### src/rtl/rv_print_pkg.sv
// Shared constants and UART state encoding for the print side-band consumer.
package rv_print_pkg;
    localparam int PRINT_W        = 49;
    localparam int PRINT_STB_BIT  = 48;
    localparam int PRINT_CHAR_MSB = 7;

    typedef logic [1:0] uart_state_t;
    localparam uart_state_t IDLE  = 2'd0;
    localparam uart_state_t START = 2'd1;
    localparam uart_state_t DATA  = 2'd2;
    localparam uart_state_t STOP  = 2'd3;
endpackage

### src/rtl/print_fifo.sv
// Character FIFO with extra-MSB pointers; the caller guarantees push is only legal when space exists.
module print_fifo #(
    parameter int W  = 8,
    parameter int AW = 4
) (
    input  logic          clk,
    input  logic          resetn,
    input  logic          push,
    input  logic [W-1:0]  push_data,
    input  logic          pop,
    output logic [W-1:0]  pop_data,
    output logic          full,
    output logic          empty,
    output logic [AW:0]   level
);
    logic [W-1:0] mem [2**AW];
    logic [AW:0]  wr_ptr, rd_ptr;

    always_ff @(posedge clk or negedge resetn) begin
        if (!resetn) begin
            wr_ptr <= '0;
            rd_ptr <= '0;
        end else begin
            if (push) wr_ptr <= wr_ptr + 1'b1;
            if (pop)  rd_ptr <= rd_ptr + 1'b1;
        end
    end

    // Storage is not reset; flushing the pointers is enough to discard contents.
    always_ff @(posedge clk) begin
        if (push) mem[wr_ptr[AW-1:0]] <= push_data;
    end

    assign pop_data = mem[rd_ptr[AW-1:0]];
    assign empty    = (wr_ptr == rd_ptr);
    assign full     = (wr_ptr[AW] != rd_ptr[AW]) && (wr_ptr[AW-1:0] == rd_ptr[AW-1:0]);
    assign level    = wr_ptr - rd_ptr;
endmodule

### src/rtl/print_uart_tx.sv
// Buffers print side-band characters and serialises them as UART 8N1, counting drops on overflow.
module print_uart_tx
    import rv_print_pkg::*;
#(
    parameter int CLKS_PER_BIT = 868,
    parameter int FIFO_AW      = 4,
    parameter int DROP_W       = 16
) (
    input  logic                 clk,
    input  logic                 resetn,
    input  logic [PRINT_W-1:0]   print_out,
    output logic                 uart_tx,
    output logic                 busy,
    output logic [FIFO_AW:0]     fifo_level,
    output logic                 overflow,
    output logic [DROP_W-1:0]    drop_cnt
);
    localparam int CW = $clog2(CLKS_PER_BIT);

    uart_state_t   state;
    logic [CW-1:0] baud_cnt;
    logic [2:0]    bit_cnt;
    logic [7:0]    shreg;
    logic          stb, push, pop, drop, full, empty, baud_last;
    logic [7:0]    ch, head;
    logic          unused_bits;

    assign stb         = print_out[PRINT_STB_BIT];
    assign ch          = print_out[PRINT_CHAR_MSB:0];
    assign unused_bits = ^print_out[PRINT_STB_BIT-1:PRINT_CHAR_MSB+1];

    assign baud_last = (baud_cnt == CW'(CLKS_PER_BIT - 1));
    // Popping on the last stop cycle chains frames with no idle gap.
    assign pop  = !empty && ((state == IDLE) || (state == STOP && baud_last));
    assign push = stb && (!full || pop);
    assign drop = stb && full && !pop;

    print_fifo #(.W(8), .AW(FIFO_AW)) u_fifo (
        .clk       (clk),
        .resetn    (resetn),
        .push      (push),
        .push_data (ch),
        .pop       (pop),
        .pop_data  (head),
        .full      (full),
        .empty     (empty),
        .level     (fifo_level)
    );

    always_ff @(posedge clk or negedge resetn) begin
        if (!resetn) begin
            state    <= IDLE;
            uart_tx  <= 1'b1;
            baud_cnt <= '0;
            bit_cnt  <= '0;
            shreg    <= '0;
        end else begin
            case (state)
                IDLE: if (pop) begin
                    shreg    <= head;
                    uart_tx  <= 1'b0;
                    baud_cnt <= '0;
                    state    <= START;
                end
                START: if (baud_last) begin
                    baud_cnt <= '0;
                    bit_cnt  <= '0;
                    uart_tx  <= shreg[0];
                    state    <= DATA;
                end else baud_cnt <= baud_cnt + 1'b1;
                DATA: if (baud_last) begin
                    baud_cnt <= '0;
                    if (bit_cnt == 3'd7) begin
                        uart_tx <= 1'b1;
                        state   <= STOP;
                    end else begin
                        bit_cnt <= bit_cnt + 1'b1;
                        shreg   <= shreg >> 1;
                        uart_tx <= shreg[1];
                    end
                end else baud_cnt <= baud_cnt + 1'b1;
                default: if (baud_last) begin
                    baud_cnt <= '0;
                    if (pop) begin
                        shreg   <= head;
                        uart_tx <= 1'b0;
                        state   <= START;
                    end else state <= IDLE;
                end else baud_cnt <= baud_cnt + 1'b1;
            endcase
        end
    end

    always_ff @(posedge clk or negedge resetn) begin
        if (!resetn) begin
            overflow <= 1'b0;
            drop_cnt <= '0;
        end else if (drop) begin
            overflow <= 1'b1;
            if (drop_cnt != '1) drop_cnt <= drop_cnt + 1'b1;
        end
    end

    assign busy = (state != IDLE) || (fifo_level != '0);
endmodule
### config.mk
export PLATFORM = sky130hd
export DESIGN_NAME = print_uart_tx
export DESIGN_NICKNAME = d
export VERILOG_FILES = /design/src/rtl/rv_print_pkg.sv /design/src/rtl/print_fifo.sv /design/src/rtl/print_uart_tx.sv
export SDC_FILE = /design/constraint.sdc
export NUM_CORES = 1
export LEC_CHECK = 0
export BUFFER_PORTS_ARGS = -buffer_cell sky130_fd_sc_hd__buf_2
export CAP_MARGIN = 40
export CORE_ASPECT_RATIO = 1.5
export CORE_UTILIZATION = 25
export DETAILED_ROUTE_END_ITERATION = 8
export SETUP_SLACK_MARGIN = 0.05
export SLEW_MARGIN = 10
export SYNTH_ARGS = -nofsm -noshare
export SYNTH_HDL_FRONTEND = slang
export SYNTH_SLANG_ARGS = --single-unit
### constraint.sdc
create_clock -name clk -period 3.75 [get_ports clk]
set_input_delay 0 -clock clk [delete_from_list [all_inputs] [get_ports clk]]
set_output_delay 0 -clock clk [all_outputs]
set_load 0.01 [all_outputs]
==> key figures <==
Status
  – Status: finished clean

Floorplanning
  – # IOs: 75
  – Die W: 148 um
  – Die ar.: 32600 um2
  – Die height: 221 um
  – # rows: 79
  – Initial Util: 25.5%
  – Core Footprint: 31200 um2

Drt
  – Post-DRT Antenna Nets: 0
  – Post-Route WL: 16300 um
  – Vias/cell: 4.55
  – Avg WL per Cell: 16.6 um
  – DR pass1 iterations: 4
  – Drt drc: 0
  – Via count: 4461
  – 1st-iter DRT viols: 247

STA
  – Final Skew: 0.00770 ns
  – Total negative slack: 0 ns
  – Worst slew pin tran: 0.819 ns
  – Final period utilization: 78.8%
  – RSZ-0062 raised after global routing: false
  – Fin crit period: 2.96 ns
  – Headroom to the max-slew limit: 45.3%
  – Max-slew violation count: 0
  – Final setup viols: 0
  – Peak Freq: 0.338 GHz
  – Final hold viol count: 0

Final layout
  – Most common cell after layout, fill and taps aside: edfxtp_1
  – Footprint of the multi-input gates: 2660 um2
  – Most frequent cells in the layout: edfxtp_1 (128), dfrtp_1 (49), buf_2 (34)
  – Fillers: 3107
  – Ratio of cells with drive above 1 in the final layout: 19.8%
  – Nets: 633
  – Register area: 5120 um2
  – Layout overhead on the synthesized area: 17.6%
  – Antenna diode count: 0
  – Non-Filler Instances: 981

Worst setup path
  – Slowest Stage Delay on Critical Path: 0.69 ns
  – Reg2reg start: u_fifo.rd_ptr[0]$_DFFE_PN0P_
  – Crit Path Max Fanout: 18
  – Largest delay share family, worst path: flip-flops
  – Worst-path cell chain: ha_1 > inv_1 > fa_1 > a21o_1 > a21oi_1 > xor2_1 > or4_1 > buf_2
  – Startpoint Class: flop
  – Required @ worst endpoint: 3.75 ns
  – Critical Path Start: u_fifo.rd_ptr[0]$_DFFE_PN0P_
  – FF-to-FF setup slack: 0.86 ns
  – Kind of critical path: reg -> out
  – Crit path DAT: 2.96 ns
  – Buf+Inv Stages, Crit Path: 2
  – CP endpoint kind: primary output
  – Critical-path top delay cell: dfrtp_2
  – R2R cell count: 8
  – R2R Path End: shreg[2]$_DFFE_PN0P_

Clocking
  – CTS Buf Count: 17
  – CTS tree: built
  – Later-pin clock latency in the skew report: 0.43 ns
  – Cts repair resizes: 0
  – Clock root buffer: clkbuf_16
  – CTS H-Tree Depth: 4
  – Longest Clk Path Bufs: 2
  – CTS clk-pin slew, worst paths: 0.07 ns
  – TritonCTS Sinks: 179

Place
  – HPWL after DPL: 11200 um
  – IO Port Bufs: 34
  – GP Congestion: 0.713
  – Dpl cells: 940

Logic synthesis
  – Seq/Total Area, Yosys: 64.3%
  – #FFs+latches synth: 179
  – Synth cell types: 62
  – Synth Instances: 499
  – Main flop type after synthesis: edfxtp_1
  – Netlist Area Pre-Place: 7970 um2
  – Post-synth EDFFs: 128
  – Yosys warning count: 0
  – Syn Nets: 569
  – Asr flop ratio synth: 28.5%
  – Syn_area_per_cell: 16.0 um2

Global route
  – Largest net degree at the start of global routing: 35
  – GRT Total Usage: 10.6%
  – GRT overflow: 0
  – Number of global-route vias before repair: 4660
  – Initial antenna violation count: 0
  – First-pass GRT wire length: 26000 um

Pwr
  – LEAKAGE: 3.50 nW
  – PD cells: 508 nW/um2
  – Peak supply drop: 0.000282 V

Run
  – Max-cap violations: 0

Worst hold path
  – Hold WC Path Type: in -> async
-- cell families after synthesis --
kind of cell    after synthesis  share of synthesized area (%)
fa+ha+maj                    19                           3.08
xor+xnor                     25                           2.75
simple gates                120                           8.62
mux                          55                           13.2
compound gates               59                           5.71
flops                       179                           64.3
buf+inv                      42                           2.39
-- worst reg2reg max path: stages (launching register included) --
cell	delay (ns)
dfrtp_2	0.69
buf_4	0.30
mux4_1	0.58
and2_1	0.17
a2111oi_0	0.37
buf_1	0.19
buf_4	0.12
a221oi_1	0.03
mux2_1	0.31
-- layer usage --
layer / global-route usage [%] / vias to the layer above / routed length [um]
met1: 12.2 / 2266 / 6930
li1: - / 2092 / -
met2: 19.1 / 82 / 8470
met5: 0 / - / 0
met4: 4.81 / 0 / 388
met3: 2.10 / 21 / 479
-- synthesized netlist by cell type (2+ instances only) --
cell       instances  share of area [%]
clkbuf_1          11               0.52
ha_1              18                2.8
or3_1              3               0.24
mux2_2             2               0.28
a21oi_1            5               0.31
edfxtp_1         128                 48
o41ai_2            2               0.41
o21ai_0           17                1.1
buf_2              4               0.25
nor2b_1            6               0.47
nand4_1           12               0.94
mux2i_1            8                1.0
nand4b_1           3               0.33
mux2_1            12                1.7
mux4_2            14                4.0
xor2_1             6               0.66
nand2b_1           3               0.24
a221oi_1           7               0.77
xnor2_1           19                2.1
a22o_1             4               0.44
and3_1            13                1.0
mux4_1            19                6.3
nand2_1           27                1.3
nor2_1            16               0.75
buf_1              4               0.19
nand3_1           11               0.69
nor3_1             8               0.50
a21o_1             4               0.38
a2111oi_2          2               0.38
and2_1             7               0.55
inv_1             20               0.94
a2111oi_0          5               0.55
dfrtp_1           50                 16
-- registers in the layout, summed over array words and instances, names as in the netlist, 2 cells and up --
register and count:
u_fifo.mem 128, drop_cnt 16, baud_cnt 10, shreg 8
u_fifo.rd_ptr 5, u_fifo.wr_ptr 5, bit_cnt 3, state 2
-- worst max path at each step --
| stage | cells after the start | end | slack (ns) |
|---|---|---|---|
| 3_3_place_gp | 7 | shreg[2]$_DFFE_PN0P_ | 0.45 |
| 4_1_cts | 8 | busy | 0.75 |
| 3_5_place_dp | 8 | shreg[2]$_DFFE_PN0P_ | 0.84 |
| 2_1_floorplan | 11 | u_fifo.mem[0][0]$_DFFE_PP_ | 0.63 |
| 5_1_grt | 8 | shreg[2]$_DFFE_PN0P_ | 0.55 |
| 6_report | 8 | busy | 0.79 |
-- layout make-up --
cell class	count	share of cell area [%]
Sequential cell	179	54.6
Clock buffer	18	4.58
Clock inverter	14	1.47
Tap cell	405	5.41
Inverter	20	0.801
Multi-Input combinational cell	278	28.4
Timing Repair Buffer	67	4.74
-- per-stage QoR --
stage | hold WS, ns | utilization [%] | setup slack [ns] | power (mW) | instance area (um2)
after floorplan | -0.296 | - | 0.628 | 2.80 | 7970
after global placement | 0.0366 | 27.8 | 0.446 | 3.08 | 8690
after global routing | 0.125 | 30.0 | 0.546 | 4.96 | 9370
after detailed placement | 0.0361 | 27.9 | 0.839 | 3.09 | 8720
final | 0.112 | 30.0 | 0.794 | 4.76 | 9370
after CTS | 0.0823 | 30.0 | 0.749 | 4.82 | 9370
-- power breakdown --
part           total [mW]  switching, mW  internal, mW  leakage [nW]
sequential           2.40         0.0937          2.30          1.81
clock                1.71          0.733         0.975         0.265
combinational       0.651          0.388         0.264          1.42
total                4.76           1.21          3.54          3.50
-- timing repair --
item | CTS | global route
hold buffers | 9 | 0
setup buffers | 0 | 0
hold endpoints to repair | 142 | 0
(Power assumes the default switching activity.)
